--- src/rtl/pipelined_control_unit_if.sv ---
// pipelined_control_unit_if: ID-side inputs and the registered ID/EX control bundle.
interface pipelined_control_unit_if #(parameter int ALU_CTRL_W = 5);
    logic [31:0] id_instr;
    logic id_valid, flush_i, stall_o;
    logic ex_valid, ex_reg_write;
    logic [2:0] ex_imm_sel;
    logic [1:0] ex_rd_sel;
    logic ex_operand_a, ex_operand_b, ex_mem_en, ex_load, ex_store, ex_branch, ex_jal, ex_jalr;
    logic [ALU_CTRL_W-1:0] ex_alu_control;
    logic [2:0] ex_fun3;
    logic [4:0] ex_rd;
    logic ex_illegal;
    modport master(
        output id_instr, id_valid, flush_i,
        input stall_o, ex_valid, ex_reg_write, ex_imm_sel, ex_rd_sel, ex_operand_a, ex_operand_b,
        ex_mem_en, ex_load, ex_store, ex_branch, ex_jal, ex_jalr, ex_alu_control, ex_fun3, ex_rd, ex_illegal
    );
    modport slave(
        input id_instr, id_valid, flush_i,
        output stall_o, ex_valid, ex_reg_write, ex_imm_sel, ex_rd_sel, ex_operand_a, ex_operand_b,
        ex_mem_en, ex_load, ex_store, ex_branch, ex_jal, ex_jalr, ex_alu_control, ex_fun3, ex_rd, ex_illegal
    );
endinterface

--- src/rtl/pipelined_control_unit.sv ---
// pipelined_control_unit: RV32I(+M) decode registered into ID/EX with load-use, flush and MDU stall control.
module pipelined_control_unit #(
    parameter int ALU_CTRL_W = 5,
    parameter bit SUPPORT_M = 1'b1,
    parameter int MDU_LATENCY = 4
) (
    input logic clk,
    input logic rst_n,
    pipelined_control_unit_if.slave bus
);
    localparam logic [6:0] OP_R = 7'b0110011, OP_I = 7'b0010011, OP_LD = 7'b0000011,
        OP_ST = 7'b0100011, OP_BR = 7'b1100011, OP_JAL = 7'b1101111, OP_JALR = 7'b1100111,
        OP_LUI = 7'b0110111, OP_AUIPC = 7'b0010111;
    typedef enum logic {RUN, MDU_BUSY} state_t;
    typedef struct packed {
        logic valid, reg_write;
        logic [2:0] imm_sel;
        logic [1:0] rd_sel;
        logic op_a, op_b, mem_en, load, store, branch, jal, jalr;
        logic [ALU_CTRL_W-1:0] alu;
        logic [2:0] fun3;
        logic [4:0] rd;
        logic illegal;
    } ctrl_t;
    state_t state_q, state_d;
    logic [3:0] cnt_q, cnt_d;
    ctrl_t ex_q, ex_d, dec;
    logic mop, illegal, uses_rs2, load_use, busy;
    logic [6:0] op, f7;
    logic [2:0] f3;
    logic [4:0] rd, rs1, rs2;
    assign {f7, rs2, rs1, f3, rd, op} = bus.id_instr;
    function automatic logic [3:0] alu_code(input logic [2:0] f, input logic alt);
        return f == 3'd0 ? {3'b000, alt} : f == 3'd1 ? 4'd2 : f == 3'd2 ? 4'd3 : f == 3'd3 ? 4'd4 :
               f == 3'd4 ? 4'd5 : f == 3'd5 ? (alt ? 4'd7 : 4'd6) : f == 3'd6 ? 4'd8 : 4'd9;
    endfunction
    always_comb begin
        dec = '0;
        mop = 1'b0;
        illegal = 1'b0;
        dec.valid = 1'b1;
        dec.fun3 = f3;
        case (op)
            OP_R: begin
                dec.reg_write = 1'b1;
                mop = SUPPORT_M && f7 == 7'b0000001;
                illegal = !SUPPORT_M && f7 == 7'b0000001;
                dec.alu = mop ? ALU_CTRL_W'({2'b10, f3}) : ALU_CTRL_W'(alu_code(f3, f7[5]));
            end
            OP_I: begin
                dec.reg_write = 1'b1;
                dec.op_b = 1'b1;
                dec.alu = ALU_CTRL_W'(alu_code(f3, f3 == 3'd5 && f7[5]));
            end
            OP_LD: begin
                {dec.reg_write, dec.mem_en, dec.load, dec.op_b} = 4'b1111;
                dec.rd_sel = 2'd1;
            end
            OP_ST: begin
                {dec.mem_en, dec.store, dec.op_b} = 3'b111;
                dec.imm_sel = 3'd1;
            end
            OP_BR: begin
                dec.branch = 1'b1;
                dec.imm_sel = 3'd2;
                dec.alu = ALU_CTRL_W'(1);
            end
            OP_JAL: begin
                {dec.reg_write, dec.jal} = 2'b11;
                dec.rd_sel = 2'd2;
                dec.imm_sel = 3'd4;
            end
            OP_JALR: begin
                {dec.reg_write, dec.jalr, dec.op_b} = 3'b111;
                dec.rd_sel = 2'd2;
            end
            OP_LUI: begin
                dec.reg_write = 1'b1;
                dec.rd_sel = 2'd3;
                dec.imm_sel = 3'd3;
            end
            OP_AUIPC: begin
                {dec.reg_write, dec.op_a, dec.op_b} = 3'b111;
                dec.imm_sel = 3'd3;
            end
            default: illegal = 1'b1;
        endcase
        if (illegal) begin
            dec = '0;
            dec.valid = 1'b1;
            dec.illegal = 1'b1;
        end
        dec.rd = dec.reg_write ? rd : 5'd0;
    end
    // rs1 is always compared; rs2 only for formats that actually read it
    assign uses_rs2 = op == OP_R || op == OP_ST || op == OP_BR;
    assign load_use = ex_q.valid && ex_q.load && bus.id_valid && ex_q.rd != 5'd0 &&
                      (ex_q.rd == rs1 || (uses_rs2 && ex_q.rd == rs2));
    assign busy = state_q == MDU_BUSY;
    assign bus.stall_o = !bus.flush_i && (busy || load_use);
    always_comb begin
        state_d = state_q;
        cnt_d = cnt_q;
        ex_d = ex_q;
        if (bus.flush_i) begin
            ex_d = '0;
            state_d = RUN;
            cnt_d = 4'd0;
        end else if (busy) begin
            cnt_d = cnt_q - 4'd1;
            state_d = cnt_q == 4'd1 ? RUN : MDU_BUSY;
        end else if (load_use) begin
            ex_d = '0;
        end else begin
            ex_d = bus.id_valid ? dec : '0;
            if (bus.id_valid && mop && MDU_LATENCY > 1) begin
                state_d = MDU_BUSY;
                cnt_d = 4'(MDU_LATENCY - 1);
            end
        end
    end
    always_ff @(posedge clk or negedge rst_n) begin
        if (!rst_n) begin
            state_q <= RUN;
            cnt_q <= 4'd0;
            ex_q <= '0;
        end else begin
            state_q <= state_d;
            cnt_q <= cnt_d;
            ex_q <= ex_d;
        end
    end
    assign {bus.ex_valid, bus.ex_reg_write, bus.ex_imm_sel, bus.ex_rd_sel, bus.ex_operand_a,
            bus.ex_operand_b, bus.ex_mem_en, bus.ex_load, bus.ex_store, bus.ex_branch, bus.ex_jal,
            bus.ex_jalr, bus.ex_alu_control, bus.ex_fun3, bus.ex_rd, bus.ex_illegal} = ex_q;
endmodule

--- src/flat_wrapper.sv ---
// flat-port wrapper written by rule: the top's interface ports become plain ports
module pipelined_control_unit_flat 
#(
    parameter int ALU_CTRL_W = 5,
    parameter bit SUPPORT_M = 1'b1,
    parameter int MDU_LATENCY = 4
)
  (clk, rst_n, bus_id_instr, bus_id_valid, bus_flush_i, bus_stall_o, bus_ex_valid, bus_ex_reg_write, bus_ex_imm_sel, bus_ex_rd_sel, bus_ex_operand_a, bus_ex_operand_b, bus_ex_mem_en, bus_ex_load, bus_ex_store, bus_ex_branch, bus_ex_jal, bus_ex_jalr, bus_ex_alu_control, bus_ex_fun3, bus_ex_rd, bus_ex_illegal);
  pipelined_control_unit_if #(.ALU_CTRL_W(ALU_CTRL_W)) bus_i ();
  input logic clk;
  input logic rst_n;
  input wire logic [$bits(bus_i.id_instr)-1:0] bus_id_instr;
  input wire logic [$bits(bus_i.id_valid)-1:0] bus_id_valid;
  input wire logic [$bits(bus_i.flush_i)-1:0] bus_flush_i;
  output wire logic [$bits(bus_i.stall_o)-1:0] bus_stall_o;
  output wire logic [$bits(bus_i.ex_valid)-1:0] bus_ex_valid;
  output wire logic [$bits(bus_i.ex_reg_write)-1:0] bus_ex_reg_write;
  output wire logic [$bits(bus_i.ex_imm_sel)-1:0] bus_ex_imm_sel;
  output wire logic [$bits(bus_i.ex_rd_sel)-1:0] bus_ex_rd_sel;
  output wire logic [$bits(bus_i.ex_operand_a)-1:0] bus_ex_operand_a;
  output wire logic [$bits(bus_i.ex_operand_b)-1:0] bus_ex_operand_b;
  output wire logic [$bits(bus_i.ex_mem_en)-1:0] bus_ex_mem_en;
  output wire logic [$bits(bus_i.ex_load)-1:0] bus_ex_load;
  output wire logic [$bits(bus_i.ex_store)-1:0] bus_ex_store;
  output wire logic [$bits(bus_i.ex_branch)-1:0] bus_ex_branch;
  output wire logic [$bits(bus_i.ex_jal)-1:0] bus_ex_jal;
  output wire logic [$bits(bus_i.ex_jalr)-1:0] bus_ex_jalr;
  output wire logic [$bits(bus_i.ex_alu_control)-1:0] bus_ex_alu_control;
  output wire logic [$bits(bus_i.ex_fun3)-1:0] bus_ex_fun3;
  output wire logic [$bits(bus_i.ex_rd)-1:0] bus_ex_rd;
  output wire logic [$bits(bus_i.ex_illegal)-1:0] bus_ex_illegal;
  assign bus_i.id_instr = bus_id_instr;
  assign bus_i.id_valid = bus_id_valid;
  assign bus_i.flush_i = bus_flush_i;
  assign bus_stall_o = bus_i.stall_o;
  assign bus_ex_valid = bus_i.ex_valid;
  assign bus_ex_reg_write = bus_i.ex_reg_write;
  assign bus_ex_imm_sel = bus_i.ex_imm_sel;
  assign bus_ex_rd_sel = bus_i.ex_rd_sel;
  assign bus_ex_operand_a = bus_i.ex_operand_a;
  assign bus_ex_operand_b = bus_i.ex_operand_b;
  assign bus_ex_mem_en = bus_i.ex_mem_en;
  assign bus_ex_load = bus_i.ex_load;
  assign bus_ex_store = bus_i.ex_store;
  assign bus_ex_branch = bus_i.ex_branch;
  assign bus_ex_jal = bus_i.ex_jal;
  assign bus_ex_jalr = bus_i.ex_jalr;
  assign bus_ex_alu_control = bus_i.ex_alu_control;
  assign bus_ex_fun3 = bus_i.ex_fun3;
  assign bus_ex_rd = bus_i.ex_rd;
  assign bus_ex_illegal = bus_i.ex_illegal;
  pipelined_control_unit #(.ALU_CTRL_W(ALU_CTRL_W), .SUPPORT_M(SUPPORT_M), .MDU_LATENCY(MDU_LATENCY)) u_core (.clk(clk), .rst_n(rst_n), .bus(bus_i));
endmodule
--- config.mk ---
export PLATFORM = sky130hd
export DESIGN_NAME = pipelined_control_unit_flat
export DESIGN_NICKNAME = d
export VERILOG_FILES = /design/src/rtl/pipelined_control_unit_if.sv /design/src/rtl/pipelined_control_unit.sv /design/src/flat_wrapper.sv
export SDC_FILE = /design/constraint.sdc
export NUM_CORES = 1
export LEC_CHECK = 0
export ABC_AREA = 1
export BUFFER_PORTS_ARGS = -buffer_cell sky130_fd_sc_hd__buf_2
export CAP_MARGIN = 20
export CELL_PAD_IN_SITES_DETAIL_PLACEMENT = 0
export CELL_PAD_IN_SITES_GLOBAL_PLACEMENT = 1
export CORE_UTILIZATION = 39
export CTS_CLUSTER_DIAMETER = 60
export DETAILED_ROUTE_END_ITERATION = 10
export GPL_TIMING_DRIVEN = 1
export HOLD_SLACK_MARGIN = 0.06
export PLACE_DENSITY_LB_ADDON = 0.1
export RECOVER_POWER = 50
export SETUP_SLACK_MARGIN = 0.15
export SLEW_MARGIN = 20
export SYNTH_ARGS = -nofsm -noshare
export SYNTH_HDL_FRONTEND = slang
export SYNTH_SLANG_ARGS = --single-unit
export TNS_END_PERCENT = 100
--- constraint.sdc ---
create_clock -name clk -period 2.2 [get_ports clk]
set_clock_uncertainty 0.05 [all_clocks]
set_input_delay 0.55 -clock clk [delete_from_list [all_inputs] [get_ports clk]]
set_output_delay 0.55 -clock clk [all_outputs]
set_load 0.01 [all_outputs]
# Word-level counts from Yosys, hierarchy flattened

Index checks and enable logic that the tools add are counted.

Register bits after elaboration: 34
Input port bits: 36
Output and inout port bits: 30
Logic and storage cells: 107

$add $sub $neg: 1
Equality and inequality tests: 21
Multiplexer cells: 44
Reduce and logical (&&, ||, !) cells: 23

Operators by type and width:

| cell                 | count |
|---|---|
| $mux W29             | 4 |
| $mux W4              | 16 |
| $mux W28             | 1 |
| $eq A7 B6 Y1 const B | 3 |
| $eq A7 B7 Y1 const B | 3 |
| $mux W1              | 18 |
| $pmux W5 S3          | 1 |
| $eq A7 B5 Y1 const B | 2 |
| $pmux W3 S4          | 1 |
| $eq A5 B5 Y1         | 2 |
| $mux W5              | 2 |
| $eq A3 B3 Y1 const B | 3 |
| $reduce_or A9 Y1     | 1 |
| $logic_and A1 B1 Y1  | 8 |
| $eq A7 B1 Y1 const B | 1 |
| $eq A7 B2 Y1 const B | 1 |
| $reduce_or A7 Y1     | 1 |
| $eq A3 B2 Y1 const B | 2 |
| $pmux W2 S3          | 1 |
| $reduce_or A2 Y1     | 3 |
| $reduce_bool A5 Y1   | 1 |
| $reduce_or A5 Y1     | 1 |
| $eq A4 B1 Y1 const B | 1 |
| $logic_or A1 B1 Y1   | 4 |
| other kinds (8)      | 8 |

# Depth between registers and ports, before layout

Depth after elaboration: 16
Mapped depth: 12
Mapped depth without buffers: 12

# Worst setup path before layout

Ideal clock, no wire load.

Path kind: input -> output
Start: input port bus_id_instr[2]
End: output port bus_stall_o
Data arrival time: 1.439 ns
Required time: 1.600 ns
Path slack: 0.161 ns
Cell stages on the path: 9
Path buffers: 0
Cells stage by stage: inv_2 nand2_1 nor2_4 o21ai_1 nor2_1 nand2_1 nand2_2 nand2_4 o21ai_0

Word-level cells in the longest chain between the ends: 8
Elaborated cells between the ends (all ways): 10
Classes of those cells: eq/ne (3); reduce/logical (7)

Ends and longest elaborated chain:

| item                    | line                          | source |
|---|---|---|
| from (decl)             | flat_wrapper.sv:12            | `input wire logic [$bits(bus_i.id_instr)-1:0] bus_id_instr;` |
| $eq A7 B6 Y1            | pipelined_control_unit.sv:96  | `assign uses_rs2 = op == OP_R \|\| op == OP_ST \|\| op == OP_BR;` |
| $logic_or A1 B1 Y1      | pipelined_control_unit.sv:96  |  |
| $logic_or A1 B1 Y1 (*)  | pipelined_control_unit.sv:96  |  |
| $logic_and A1 B1 Y1 (*) | pipelined_control_unit.sv:98  | `(ex_q.rd == rs1 \|\| (uses_rs2 && ex_q.rd == rs2));` |
| $logic_or A1 B1 Y1 (*)  | pipelined_control_unit.sv:98  |  |
| $logic_and A1 B1 Y1 (*) | pipelined_control_unit.sv:97  | `assign load_use = ex_q.valid && ex_q.load && bus.id_valid && ex_q.rd != 5'd0 &&` |
| $logic_or A1 B1 Y1 (*)  | pipelined_control_unit.sv:100 | `assign bus.stall_o = !bus.flush_i && (busy \|\| load_use);` |
| $logic_and A1 B1 Y1 (*) | pipelined_control_unit.sv:100 |  |
| to (decl)               | flat_wrapper.sv:15            | `output wire logic [$bits(bus_i.stall_o)-1:0] bus_stall_o;` |

Mark *: on every way between the ends. The rest lies on a longest branch, timed or not.

# Worst setup path after layout

Start: register u_core.ex_q (netlist bit u_core.bus.ex_rd[0])
End: output port bus_stall_o

Word-level cells in the longest chain between the ends: 6
Elaborated cells between the ends (all ways): 9
Classes of those cells: eq/ne (2); reduce/logical (7)

Ends and longest elaborated chain:

| item                    | line                          | source |
|---|---|---|
| from (decl)             | pipelined_control_unit.sv:27  | `ctrl_t ex_q, ex_d, dec;` |
| from (signal assigned)  | pipelined_control_unit.sv:126 | `ex_q <= '0;` |
| from (signal assigned)  | pipelined_control_unit.sv:130 | `ex_q <= ex_d;` |
| $eq A5 B5 Y1            | pipelined_control_unit.sv:98  |  |
| $logic_and A1 B1 Y1     | pipelined_control_unit.sv:98  |  |
| $logic_or A1 B1 Y1      | pipelined_control_unit.sv:98  |  |
| $logic_and A1 B1 Y1 (*) | pipelined_control_unit.sv:97  |  |
| $logic_or A1 B1 Y1 (*)  | pipelined_control_unit.sv:100 |  |
| $logic_and A1 B1 Y1 (*) | pipelined_control_unit.sv:100 |  |

Marked as above.

==> summary.log <==
qor: finish.layout-drive-gt1-share 0.273
qor: timing.fin_hold_ws 0.307 ns
qor: clock_tree.clk_latency 0.28 ns
qor: pwr.power-per-cell-area 468 mW/mm^2
qor: clock_tree.ctsHoldBuffers 0
qor: synth.synth-main-ff-cell sky130_fd_sc_hd__dfrtp_1
qor: finish.antenna_cells_inserted 0
qor: synth.synthesis.yosys.warnings 0
qor: placed_design.dpl-instance-area 0.00253 mm^2
qor: run_status.run_status complete, no violations
qor: routing.drcViolationCount 0
qor: placed_design.count_of_input_and_output_buffers 65
qor: critical_path.worst_setup_path_startpoint u_core.bus.ex_rd[0]
qor: pwr.power.sequential.fraction 0.516
qor: finish.commonest_cells_after_routing_fill_and_taps_aside 97 x sky130_fd_sc_hd__nand2_1, 50 x sky130_fd_sc_hd__buf_2, 32 x sky130_fd_sc_hd__dfrtp_1
qor: pwr.power 1.23 mW
qor: timing.final_hold_violations 0
qor: synth.ys_types 30
qor: clock_tree.root_buffer sky130_fd_sc_hd__clkbuf_8
qor: placed_design.placedCellCount 427
qor: routing.post_drt_via_cell_ratio 4.74
qor: global_route.grt_pass1_vias 1865
qor: clock_tree.htreeDepth 2
qor: clock_tree.numClockSinks 34
qor: global_route.globalRouteTotalUtil 0.195
qor: synth.synth.ff_latch_count 34
qor: pwr.power_switching 0.320 mW
qor: floorplan.initial_utilization 0.409
qor: critical_path.worst_r2r_startpoint u_core.bus.ex_rd[0]
qor: synth.ys_seq_area_frac 0.405
qor: placed_design.detailedPlace.worstSlack 0.0259 ns
qor: routing.drt_wl_total 5220 um
qor: timing.rsz0062_at_grt yes
qor: global_route.grt_antenna_before_repair 0
qor: global_route.grt_first_pass_wirelength 8310 um
qor: synth.syn_inst 287
qor: clock_tree.path_clk_slew 0.07 ns
qor: pwr.clock_power_share 0.352
qor: flow_run.number_of_max_cap_violations 0
qor: pwr.max-vdd-ir-drop 0.184 mV
qor: routing.detail_route.first_pass.iterations 4
qor: floorplan.core_area 0.00514 mm^2
qor: critical_path.crit_arrival 1.54 ns
qor: routing.route.vias.total 2067
qor: routing.detailedRoute.firstIterationViolations 63
qor: floorplan.floorplan.rows 26
qor: critical_path.worstSetupEndpointType output pin
qor: critical_path.timing.setup.critical_path_class reg2out
qor: timing.fin_ws 0.0628 ns
qor: synth.synth_edf_count 0
qor: placed_design.globalplace.congestion 0.845
qor: finish.final_net_count 404
qor: global_route.grt_start_max_net_pins 35
qor: clock_tree.cts_max_path_buffers 2
qor: floorplan.fp.dieH 75.4 um
qor: pwr.combPwrFrac 0.132
qor: critical_path.required 1.60 ns
qor: clock_tree.cts_buffers 5
qor: timing.slew_viol_final 0
qor: pwr.internal_power 0.912 mW
qor: finish.final_instance_area 0.00263 mm^2
qor: synth.ys_async_sr_fraction 1.00
qor: clock_tree.cts_tree built
qor: pwr.leakage 1.45 nW
qor: floorplan.die_area 0.00568 mm^2
qor: timing.setup_viol_count_final 0
qor: global_route.global_route.overflow_total 0
qor: timing.worst-slew-pin-transition 0.847 ns
qor: timing.maxClockFrequency 0.468 GHz
qor: synth.mappedNetlistArea 0.00210 mm^2
qor: min_path.hold_path_class in2async
qor: placed_design.place.detailed.hpwl 4010 um
qor: pwr.sw_share 0.260
qor: timing.final_min_period_over_clock_period 0.971
qor: finish.num-fill-cells 562
qor: timing.max-slew-margin-rel 0.435
qor: routing.route.antenna.remaining_nets 0
qor: critical_path.startpoint_class_of_the_critical_path register
qor: critical_path.crit_fanout 5
qor: synth.syn_nets 325
qor: synth.synthesis.area_per_instance 7.32 um^2
qor: routing.wire_per_inst 12.0 um
qor: finish.synthToLayoutAreaGrowth 25.3%
qor: finish.stdcell_count 436
qor: floorplan.chipWidth 75.4 um
qor: timing.period_needed 2.14 ns
qor: finish.layout.cells.most_common sky130_fd_sc_hd__nand2_1
qor: floorplan.floorplan.io_pins 66
[power groups by stage]
stage	registers [mW]	clock network (mW)	logic, mW
2_1_floorplan	0.649	0	0.0797
3_3_place_gp	0.647	0	0.162
3_5_place_dp	0.647	0	0.162
4_1_cts	0.636	0.443	0.163
5_1_grt	0.636	0.468	0.188
6_report	0.636	0.434	0.162
[cells in the mapped netlist, drive strengths merged, types with 2 or more instances]
library cell | count | area [um^2]
a21oi | 10 | 50.1
buf | 2 | 31.3
dfrtp | 34 | 851
ha | 2 | 25.0
inv | 32 | 120
nand2 | 102 | 405
nand3 | 22 | 120
nand3b | 2 | 15.0
nand4 | 5 | 31.3
nor2 | 26 | 113
nor3 | 5 | 25.0
o211ai | 2 | 15.0
o21ai | 28 | 178
or2 | 2 | 12.5
xnor2 | 5 | 43.8
xor2 | 3 | 26.3
[sequential cells by signal, indices dropped and copies added, names as in the netlist]
register and cells:
u_core.bus.ex_imm_sel 3, u_core.bus.ex_jalr 1, u_core.bus.ex_rd_sel 2, u_core.cnt_q 4
u_core.bus.ex_alu_control 5, u_core.bus.ex_rd 5, u_core.bus.ex_operand_a 1, u_core.bus.ex_load 1
u_core.bus.ex_valid 1, u_core.bus.ex_store 1, u_core.busy 1, u_core.bus.ex_fun3 3
u_core.bus.ex_illegal 1, u_core.bus.ex_branch 1, u_core.bus.ex_jal 1, u_core.bus.ex_reg_write 1
u_core.bus.ex_mem_en 1, u_core.bus.ex_operand_b 1
[per-layer routing]
layer,share of wire,track usage,up-vias
met5,0,0,-
met4,0.0073,0.0617,0
met3,0.059,0.0370,2
met2,0.44,0.313,65
met1,0.49,0.267,926
li1,-,-,1074
[path summary, 6_finish.rpt]
kind / end / slack (ns) / cells after the start
worst max-delay path: bus_stall_o / 0.06 / 8
worst min-delay path: u_core.cnt_q[2] / 0.31 / 1
worst max register to register: u_core.bus.ex_fun3[0] / 0.51 / 10
worst min register to register: u_core.bus.ex_jal / 0.43 / 2
max in group asynchronous: u_core.bus.ex_rd[0] / 1.20 / 1
min in group clk: u_core.bus.ex_jal / 0.43 / 2
[cell families (layout without fill, tap and decap cells)]
group           Yosys count  count (layout)  share of synthesized area
flops                    34              34                      0.405
simple gates            165             165                      0.347
buf+inv                  37             116                     0.0840
compound gates           41              41                      0.119
xor+xnor                  8               8                     0.0334
fa+ha+maj                 2               2                     0.0119
[worst max-delay path, cell delays in order (launching register included)]
cell	delay (ns)
sky130_fd_sc_hd__dfrtp_2	0.44
sky130_fd_sc_hd__xnor2_2	0.16
sky130_fd_sc_hd__nand2_1	0.07
sky130_fd_sc_hd__nor2_1	0.12
sky130_fd_sc_hd__nand2_1	0.09
sky130_fd_sc_hd__nand2_2	0.09
sky130_fd_sc_hd__nand2_4	0.05
sky130_fd_sc_hd__o21ai_2	0.09
sky130_fd_sc_hd__buf_2	0.13
[through the flow]
step,TNS [ns],utilization
final,0,0.512
after global routing,-0.0302,0.512
after CTS,0,0.510
after detailed placement,0,0.493
after global placement,0,0.493
after floorplan,0,-
[repair_timing]
item | 4_1_cts | 5_1_grt
resized for setup | 2 | 6
pin swaps | 5 | 5
setup endpoints to repair | 1 | 1
buffers inserted | 1 | 1
[layout make-up]
type	count	area [um^2]	area share
Multi-Input combinational cell	216	1100	0.417
Sequential cell	34	853	0.324
Timing Repair Buffer	77	398	0.151
Inverter	32	120	0.0456
Tap cell	70	87.6	0.0333
Clock buffer	7	76.3	0.0290
(Power assumes the default switching activity.)
